<file path="src/rtl/invaders_engine.sv">
// Invader formation core: marches a 20-column row on a speed-timer tick, drops a line at each wall,
// clears invaders hit by the player bullet and flags win/lose. Define INVADERS_LEVEL_SPEED_EN to scale the tick period by level.
module invaders_engine #(
  parameter int unsigned BASE_TICKS   = 3600000,
  parameter logic [19:0] INIT_PATTERN = 20'b01010101010101010101,
  parameter logic [3:0]  LAST_LINE    = 4'd14
) (
  input  logic        clk_36MHz,
  input  logic        reset,
  input  logic        start,
  input  logic [4:0]  bullet_x,
  input  logic [3:0]  bullet_y,
  input  logic [2:0]  level,
  output logic [19:0] invaders_array,
  output logic [3:0]  invaders_line,
  output logic        hit,
  output logic        game_over,
  output logic        win
);

  localparam int unsigned CW = (BASE_TICKS > 1) ? $clog2(BASE_TICKS) : 1;
  localparam logic [CW-1:0] PM1_RESET = (BASE_TICKS > 1) ? CW'(BASE_TICKS - 1) : '0;

  typedef enum logic [1:0] {S_IDLE, S_RUN, S_WIN, S_LOSE} state_t;

  state_t        state;
  logic          dir;
  logic [CW-1:0] count;
  logic [CW-1:0] period_m1;
  logic [CW-1:0] period_m1_next;
  logic          q;
  logic [31:0]   ticks_lvl;
  logic [19:0]   hit_mask;
  logic [19:0]   arr_cleared;
  logic [19:0]   arr_next;
  logic [3:0]    line_next;
  logic          dir_next;
  logic          hit_now;

`ifdef INVADERS_LEVEL_SPEED_EN
  assign ticks_lvl = 32'(BASE_TICKS) >> level;
`else
  logic unused_level;
  assign unused_level = ^level;
  assign ticks_lvl    = 32'(BASE_TICKS);
`endif

  // Period is stored minus one so the reload compare needs no adder; shifts below 1 clamp to a 1-cycle period.
  assign period_m1_next = (ticks_lvl <= 32'd1) ? '0 : CW'(ticks_lvl - 32'd1);

  assign hit_mask = (bullet_x < 5'd20) ? (20'd1 << bullet_x) : '0;

  // Movement works on the already-cleared row, so shooting the edge invader lets the row shift instead of descend.
  always_comb begin
    hit_now     = 1'b0;
    arr_cleared = invaders_array;
    if (state == S_RUN && bullet_y == invaders_line && (invaders_array & hit_mask) != '0) begin
      hit_now     = 1'b1;
      arr_cleared = invaders_array & ~hit_mask;
    end
    arr_next  = arr_cleared;
    line_next = invaders_line;
    dir_next  = dir;
    if (state == S_RUN && q && arr_cleared != '0) begin
      if (dir) begin
        if (arr_cleared[19]) begin
          line_next = invaders_line + 4'd1;
          dir_next  = 1'b0;
        end else begin
          arr_next = arr_cleared << 1;
        end
      end else begin
        if (arr_cleared[0]) begin
          line_next = invaders_line + 4'd1;
          dir_next  = 1'b1;
        end else begin
          arr_next = arr_cleared >> 1;
        end
      end
    end
  end

  always_ff @(posedge clk_36MHz or negedge reset) begin
    if (!reset) begin
      state          <= S_IDLE;
      invaders_array <= INIT_PATTERN;
      invaders_line  <= '0;
      dir            <= 1'b1;
      hit            <= 1'b0;
      count          <= '0;
      q              <= 1'b0;
      period_m1      <= PM1_RESET;
      game_over      <= 1'b0;
      win            <= 1'b0;
    end else begin
      hit <= 1'b0;
      case (state)
        S_RUN: begin
          invaders_array <= arr_next;
          invaders_line  <= line_next;
          dir            <= dir_next;
          hit            <= hit_now;
          if (arr_next == '0) begin
            state <= S_WIN;
            win   <= 1'b1;
            count <= '0;
            q     <= 1'b0;
          end else if (line_next == LAST_LINE) begin
            state     <= S_LOSE;
            game_over <= 1'b1;
            count     <= '0;
            q         <= 1'b0;
          end else if (count == period_m1) begin
            count     <= '0;
            q         <= 1'b1;
            period_m1 <= period_m1_next;
          end else begin
            count <= count + CW'(1);
            q     <= 1'b0;
          end
        end
        default: begin
          // IDLE, WIN and LOSE hold the timer cleared and keep the period tracking level until RUN begins.
          count     <= '0;
          q         <= 1'b0;
          period_m1 <= period_m1_next;
          if (start) begin
            state          <= S_RUN;
            invaders_array <= INIT_PATTERN;
            invaders_line  <= '0;
            dir            <= 1'b1;
            win            <= 1'b0;
            game_over      <= 1'b0;
          end
        end
      endcase
    end
  end

endmodule

</file>
<file path="config.mk">
export PLATFORM = sky130hd
export DESIGN_NAME = invaders_engine
export DESIGN_NICKNAME = d
export VERILOG_FILES = /design/src/rtl/invaders_engine.sv
export SDC_FILE = /design/constraint.sdc
export NUM_CORES = 1
export LEC_CHECK = 0
export ABC_AREA = 1
export BUFFER_PORTS_ARGS = -buffer_cell sky130_fd_sc_hd__buf_2
export CAP_MARGIN = 20
export CORE_MARGIN = 5
export CORE_UTILIZATION = 40
export DETAILED_ROUTE_END_ITERATION = 7
export PLACE_DENSITY = 0.68
export SLEW_MARGIN = 10
export SYNTH_ARGS = -nofsm -noshare
export SYNTH_HDL_FRONTEND = slang
export SYNTH_SLANG_ARGS = --single-unit
</file>
<file path="constraint.sdc">
create_clock -name clk_36MHz -period 3.14 [get_ports clk_36MHz]
set_input_delay 0.471 -clock clk_36MHz [delete_from_list [all_inputs] [get_ports clk_36MHz]]
set_output_delay 0.471 -clock clk_36MHz [all_outputs]
set_load 0.05 [all_outputs]
</file>
==> results.md, run 1 <==
- Gr ovfl total: 0
- Final Hold Viols: 0
- Async set or reset register ratio after synthesis: 100%
- Post-Layout Cell Count: 788
- Most common cell after layout, fill and taps aside: nand2_1
- Syn_nets: 573
- Antenna cells: 0
- Outcome: finished, final reports clean
- Worst slew margin: 52.6%
- IO Pins: between 40 and 50
- # setup viols final: 0
- Vias post-DR: 4039
- Most frequent cells in the layout: nand2_1, buf_4, inv_1
- CP Data Required Time: 3.34 ns
- Placed Cells: 777
- Mean Syn Cell Area: a little under 7 sq um
- Input/output buffers: 38
- Number of hold buffers added after CTS: 0
- VDD IR max: 217 uV
- Top Family by Delay on Critical Path: simple AND/OR/NAND/NOR gates
- Largest net degree at the start of global routing: 30
- Clock root buffer: clkbuf_8
- Fillers: roughly 900
- Clk sinks: 53
- Vias/cell: approximately 5
- Final instance area: around 4800 sq um
- Syn Std Cell Area: 3800 sq um
- Area contributors post-synth: dfrtp_1, nand2_1, dfstp_2
- Total die area: 11600 sq um
- Die Y: around 110 um
- Tot GR Track Use: 19.9%
- CP max FO: 16
- Skew final: around 0.013 ns
- Setup crit start kind: flop
- Post-Synthesis Cells: between 500 and 600
- Share of layout cells above drive strength 1: 28.4%
- Crit. End Element: flop
- Initial drt markers: 258
- Drt pass-1 iters: 5
- Clock power frac: roughly 28%
- Post-DP HPWL: 8340 um
- Fin nets: 675
- Slew @ Worst Pin: just over 0.7 ns
- Post-synth top area cell: dfrtp_1
- Clock latency on the worst-skew pair: ~0.32 ns
- Row cnt: 35
- Register area share after synthesis: 35.2%
- Wire per inst: 14.1 um
- CP cell instances: nor2_4, inv_1, a21oi_1, o2111ai_2, nor2_4, buf_12, nand2_4, o21ai_2, nand2_1, nor2_1, nand2_1, o21bai_4, nand2_1, nand2_1, inv_1, nor2_1, nand2_2, nand2_2, nand2_1, nand2_1, o21ai_0
- Crit-path most repeated cell: nand2_1
- Register Area: 1340 sq um
- Final period util: between 90 and 100%
- Critical path class: reg2reg
- Placement Cell Area: approximately 4600 sq um
- Net Switching: 665 uW
- CTS tree: built
- P_leak: 0.00231 uW
- Logic gate share of total power: 31.3%
- Routed Antenna Nets: 0
- Internal: 1140 uW
- Worst min path class: in2async
- First-pass GRT wire length: 18700 um
- Sequential power share: 40.9%
- Clock slew at reported path FFs: 0.11 ns
- Hold Slack: approximately 0.046 ns
- Min Clock Period, post-route: 3.00 ns
- Crit path launch: state[1]
- Sw frac: around 37%
- Routability cong.: 0.894
- Most used flip-flop cell after synthesis: dfrtp_1
- Max-slew violations: 0
- Core area: 9240 sq um
- Buf+Inv Stages, Crit Path: 3
- H-tree Lvls: 2
- F_max: approximately 0.33 GHz
- Synth Register Bits: between 50 and 60
- Yosys warning count: 0
- CP Depth: 21
- EDFF count, synth: 0
- Total CTS buffers: 5
- Area growth, synth to finish: 27.3%
- Post-synth top area share: approximately 28%
- R2R cell count: 21
- Max-Cap Viols: 0
- CP peak stage delay: 0.42 ns
- PD cells: 373 nW/um^2
- Worst r2r src: state[1]
- Die width: 108 um
- Worst Path Arrival: 3.20 ns
- Vias in the first global route: 3970
- Multi-input logic area: 2110 sq um
- Reg2Reg Capture Point: state[1]
- Longest Clk Path Bufs: 2
- Initial antenna violation count: 0
- Post-synth cell types: 42
- Final core occ: 52.4%
- Reg2Reg Setup Slack: between 0.1 and 0.15 ns
- Starting Density: 41.2%
- Fin Setup TNS: 0 ns
- Routed wire length: 11100 um
- Slowest cell on crit path: dfrtp_1
- Drc violations: 0
[how the worst max path moves through the flow]
stage | end | slack, ns
floorplan | game_over | 0.14
detailed placement | invaders_array[18] | -0.24
CTS | invaders_array[18] | 0.09
global route | state[1] | -0.06
finish | state[1] | 0.14
global placement | invaders_array[18] | -0.20
[cells by family (layout without fill, tap and decap cells)]
family                     count (synthesis)  after routing  share of synthesized area, %
and+or+nand+nor                          296            296                          35.6
xor gates and xnor gates                  13             13                          2.99
adders and majority gates                  2              2                         0.658
AOI/OAI and AO/OA                         97             97                          15.0
buffers and inverters                     95            198                          10.5
DFF                                       53             53                          35.2
[state kept, by name (all words and copies together) (netlist names)]
signal          flops
count              22
dir                 1
game_over           1
hit                 1
invaders_array     20
invaders_line       4
q                   1
state               2
win                 1
[cells in the mapped netlist (all sizes together) (2+ instances only)]
| library cell | number |
|---|---|
| ha | 2 |
| inv | 74 |
| o21ai | 43 |
| buf | 8 |
| a21oi | 17 |
| o21bai | 5 |
| o221ai | 2 |
| dfrtp | 42 |
| o22ai | 23 |
| xor2 | 9 |
| nand3 | 49 |
| nand2 | 133 |
| nor3 | 10 |
| or2 | 4 |
| nand3b | 2 |
| dfstp | 11 |
| nor4 | 3 |
| o211ai | 2 |
| nand4 | 11 |
| a31oi | 2 |
| xnor2 | 4 |
| nor2 | 81 |
| nor3b | 2 |
| clkbuf | 12 |
[through the flow]
step                power [uW]  setup WS, ns
CTS                       1790        0.0854
global placement          1270        -0.198
floorplan                 1110         0.145
finish                    1810         0.141
global route              1910       -0.0621
detailed placement        1290        -0.239
[final cells by class]
cell class                      count  area share, %
Multi-Input combinational cell    408           43.6
Clock buffer                        5           1.42
Clock inverter                      3          0.982
Sequential cell                    53           27.7
Tap cell                          129           3.33
Inverter                           75           5.87
Timing Repair Buffer              115           17.1
[power groups by stage]
stage	combinational (uW)	sequential (uW)	clock, uW
floorplan	339	769	0
global route	621	743	547
global placement	524	750	0
detailed placement	535	752	0
CTS	539	740	515
finish	566	739	502
[what timing repair did]
action,CTS,global route
setup buffers,0,3
gates resized for setup,0,19
setup endpoints to repair,0,44
[per-layer routing]
metal  global-route usage [%]  wire length (um)  vias to the layer above
li1                         -                 -                     2021
met1                     26.2              4920                     1913
met2                     33.7              5540                       93
met3                     3.00               511                       12
met4                     5.68               159                        0
met5                        0                 0                        -
(Power assumes the default switching activity.)
==> run 2, diff against run 1 <==
Settings changed: CORE_ASPECT_RATIO set to 2, GPL_ROUTABILITY_DRIVEN set to 0.
==> run 2 against run 1 <==
Net effect:
- count of clock-buffer cells in the layout did not move
- register-to-register slack better by 0.09 ns
- total power is 3.5% higher
- maximum frequency is 3.1% higher
- cell count decreased by 4.2%
- non-clock buffer count down 8
- sequential power about the same
- die area up 1.0%
- sequential share of layout area increased by 0.29 points
- setup slack gained 0.090 ns
- critical path type unchanged
- highest routed layer unchanged
==> results.md, run 2 (synthesis results as in run 1) <==
- Final setup margin: 0.231 ns (+0.0898 ns)
- Post-Layout Cell Count: 755 (-4.2%)
- Reg2Reg Setup Slack: 0.23 ns (+0.09 ns)
- Tot GR Track Use: 20.4% (+0.53 points)
- Largest register FFs: 22 (unchanged)
- Slew @ Worst Pin: 0.735 ns (+0.0251 ns)
- Initial antenna violation count: 0 (unchanged)
- Wire per inst: 15.5 um (+9.7%)
- Crit. End Element: flop
- Crit path launch: state[1]
- CP max FO: 16 (unchanged)
- Clk sinks: 53 (unchanged)
- Max-slew violations: 0 (unchanged)
- Clock slew at reported path FFs: 0.08 ns (-0.03 ns)
- Regs by FF count: count: 22 flops, invaders_array: 20 flops, invaders_line: 4 flops
- First-pass GRT wire length: 18700 um (+0.18%)
- Die Y: 148 um (+38%)
- Gr ovfl total: 0 (unchanged)
- Routed Antenna Nets: 0 (unchanged)
- Fin nets: 667 (-1.2%)
- VDD IR max: 372 uV (+72%)
- Worst Path Arrival: 3.07 ns (-0.13 ns)
- Die width: 78.9 um (-27%)
- Critical path class: reg2reg
- Clock latency on the worst-skew pair: 0.31 ns (about the same)
- Max-Cap Viols: 0 (unchanged)
- Setup WS pre-CTS: -0.260 ns (-0.0215 ns)
- Crit path capture: invaders_array[19]
- Final instance area: 4790 sq um (-1.0%)
- Vias/cell: 5.46 (+6.5%)
- Total CTS buffers: 5 (unchanged)
- Share of layout cells above drive strength 1: 28.1% (-0.27 points)
- Worst slew margin: 50.9% (-1.7 points)
- CTS tree: built
- Multi-input logic area: 2130 sq um (+0.83%)
- Reg2Reg Capture Point: invaders_array[19]
- Clock root buffer: clkbuf_16
- Outcome: finished, final reports clean
- Most flop-heavy register: count
- Area growth, synth to finish: 26.0%
- Worst r2r src: state[1]
- Initial drt markers: 271 (+5.0%)
- Row cnt: 50 (+43%)
- P_leak: 0.00228 uW (-1.2%)
- Register Area: 1340 sq um (unchanged)
- Worst min path class: in2async
- H-tree Lvls: 2 (unchanged)
- # setup viols final: 0 (unchanged)
- Final period util: 92.6% (-2.9 points)
- Placed Cells: 745 (-4.1%)
- R2R cell count: 18 (-14%)
- Min Clock Period, post-route: 2.91 ns (-0.0898 ns)
- Most common cell after layout, fill and taps aside: nand2_1
- Vias in the first global route: 4096 (+3.2%)
- Total die area: 11700 sq um (+1.0%)
- Largest net degree at the start of global routing: 48 (+60%)
- Drt pass-1 iters: 4 (-1)
- Routed wire length: 11700 um (+5.1%)
- PD cells: 391 nW/um^2 (+4.6%)
- Longest Clk Path Bufs: 2 (unchanged)
- Core area: 9320 sq um (+0.88%)
- Post-DP HPWL: 9240 um (+11%)
- Starting Density: 40.8% (-0.36 points)
- IO Pins: 42 (unchanged)
- Antenna cells: 0 (unchanged)
- Setup crit start kind: flop
- F_max: 0.344 GHz (+3.1%)
- CP Data Required Time: 3.30 ns (-0.04 ns)
- Drc violations: 0 (unchanged)
- Input/output buffers: 38 (unchanged)
- RSZ-0062 raised after global routing: true
- Vias post-DR: 4122 (+2.1%)
- Final Hold Viols: 0 (unchanged)
- Skew final: 0.0118 ns (-0.000841 ns)
- Most frequent cells in the layout: nand2_1, inv_1, buf_4
- Placement Cell Area: 4550 sq um (-1.8%)
- Fillers: 908 (+0.55%)
## run 2: how the worst min path moves through the flow
stage | start | end | cells past startpoint
5_1_grt | reset | count[16] | 1
3_5_place_dp | count[0] | count[0] | 1
4_1_cts | reset | count[16] | 1
6_report | reset | count[16] | 1
3_3_place_gp | count[0] | count[0] | 1
2_1_floorplan | reset | count[0] | 0
## run 2: layer usage
layer | vias up | track usage (%) | share of wire (%)
li1 | 2007 | - | -
met1 | 1939 | 18.6 | 33
met2 | 122 | 39.7 | 56
met3 | 54 | 2.68 | 3.6
met4 | 0 | 14.2 | 6.7
met5 | - | 0 | 0
## run 2: repair_timing
| action | CTS | global route |
|---|---|---|
| gates resized for setup | 0 | 24 |
| buffers inserted | 0 | 1 |
| setup endpoints to repair | 0 | 44 |
| hold buffers | 0 | 0 |
## run 2: final cells by class
| cell class | instances | area share, % |
|---|---|---|
| clock buffers | 5 | 2.61 |
| clock inverters | 3 | 0.444 |
| inverters | 75 | 5.93 |
| multi-input cells | 408 | 44.4 |
| flip-flops and latches | 53 | 28.0 |
| well taps | 104 | 2.72 |
| repair buffers | 107 | 15.9 |
## run 2: metrics by stage
step / util [%] / hold slack, ns / power, uW / TNS (ns)
global route: 51.4 / 0.0541 / 1950 / -0.0535
finish: 51.4 / 0.0350 / 1870 / 0
floorplan: - / 0.175 / 1110 / 0
detailed placement: 48.8 / 0.454 / 1300 / -5.71
global placement: 48.8 / 0.443 / 1280 / -4.08
CTS: 50.3 / 0.391 / 1870 / 0
## run 2: worst max-delay path, cell delays in order (launching register included)
cell       delay (ns)
dfrtp_1          0.41
nor2_4           0.12
inv_1            0.06
a21oi_1          0.14
o2111ai_2        0.15
nor2_4           0.13
buf_12           0.15
nand2_4          0.10
buf_12           0.14
o21bai_4         0.11
nand2_1          0.06
nor2_1           0.12
nand2_1          0.13
o21bai_4         0.21
buf_4            0.19
buf_4            0.17
nor3_1           0.07
o21ai_1          0.19
o21ai_0          0.11
## run 2: where the power goes
group | leakage [uW] | total [uW] | switching, uW | internal [uW]
clock network | 0.0000702 | 571 | 273 | 298
logic | 0.00151 | 562 | 386 | 176
registers | 0.000695 | 738 | 22.6 | 716
total | 0.00228 | 1870 | 682 | 1190
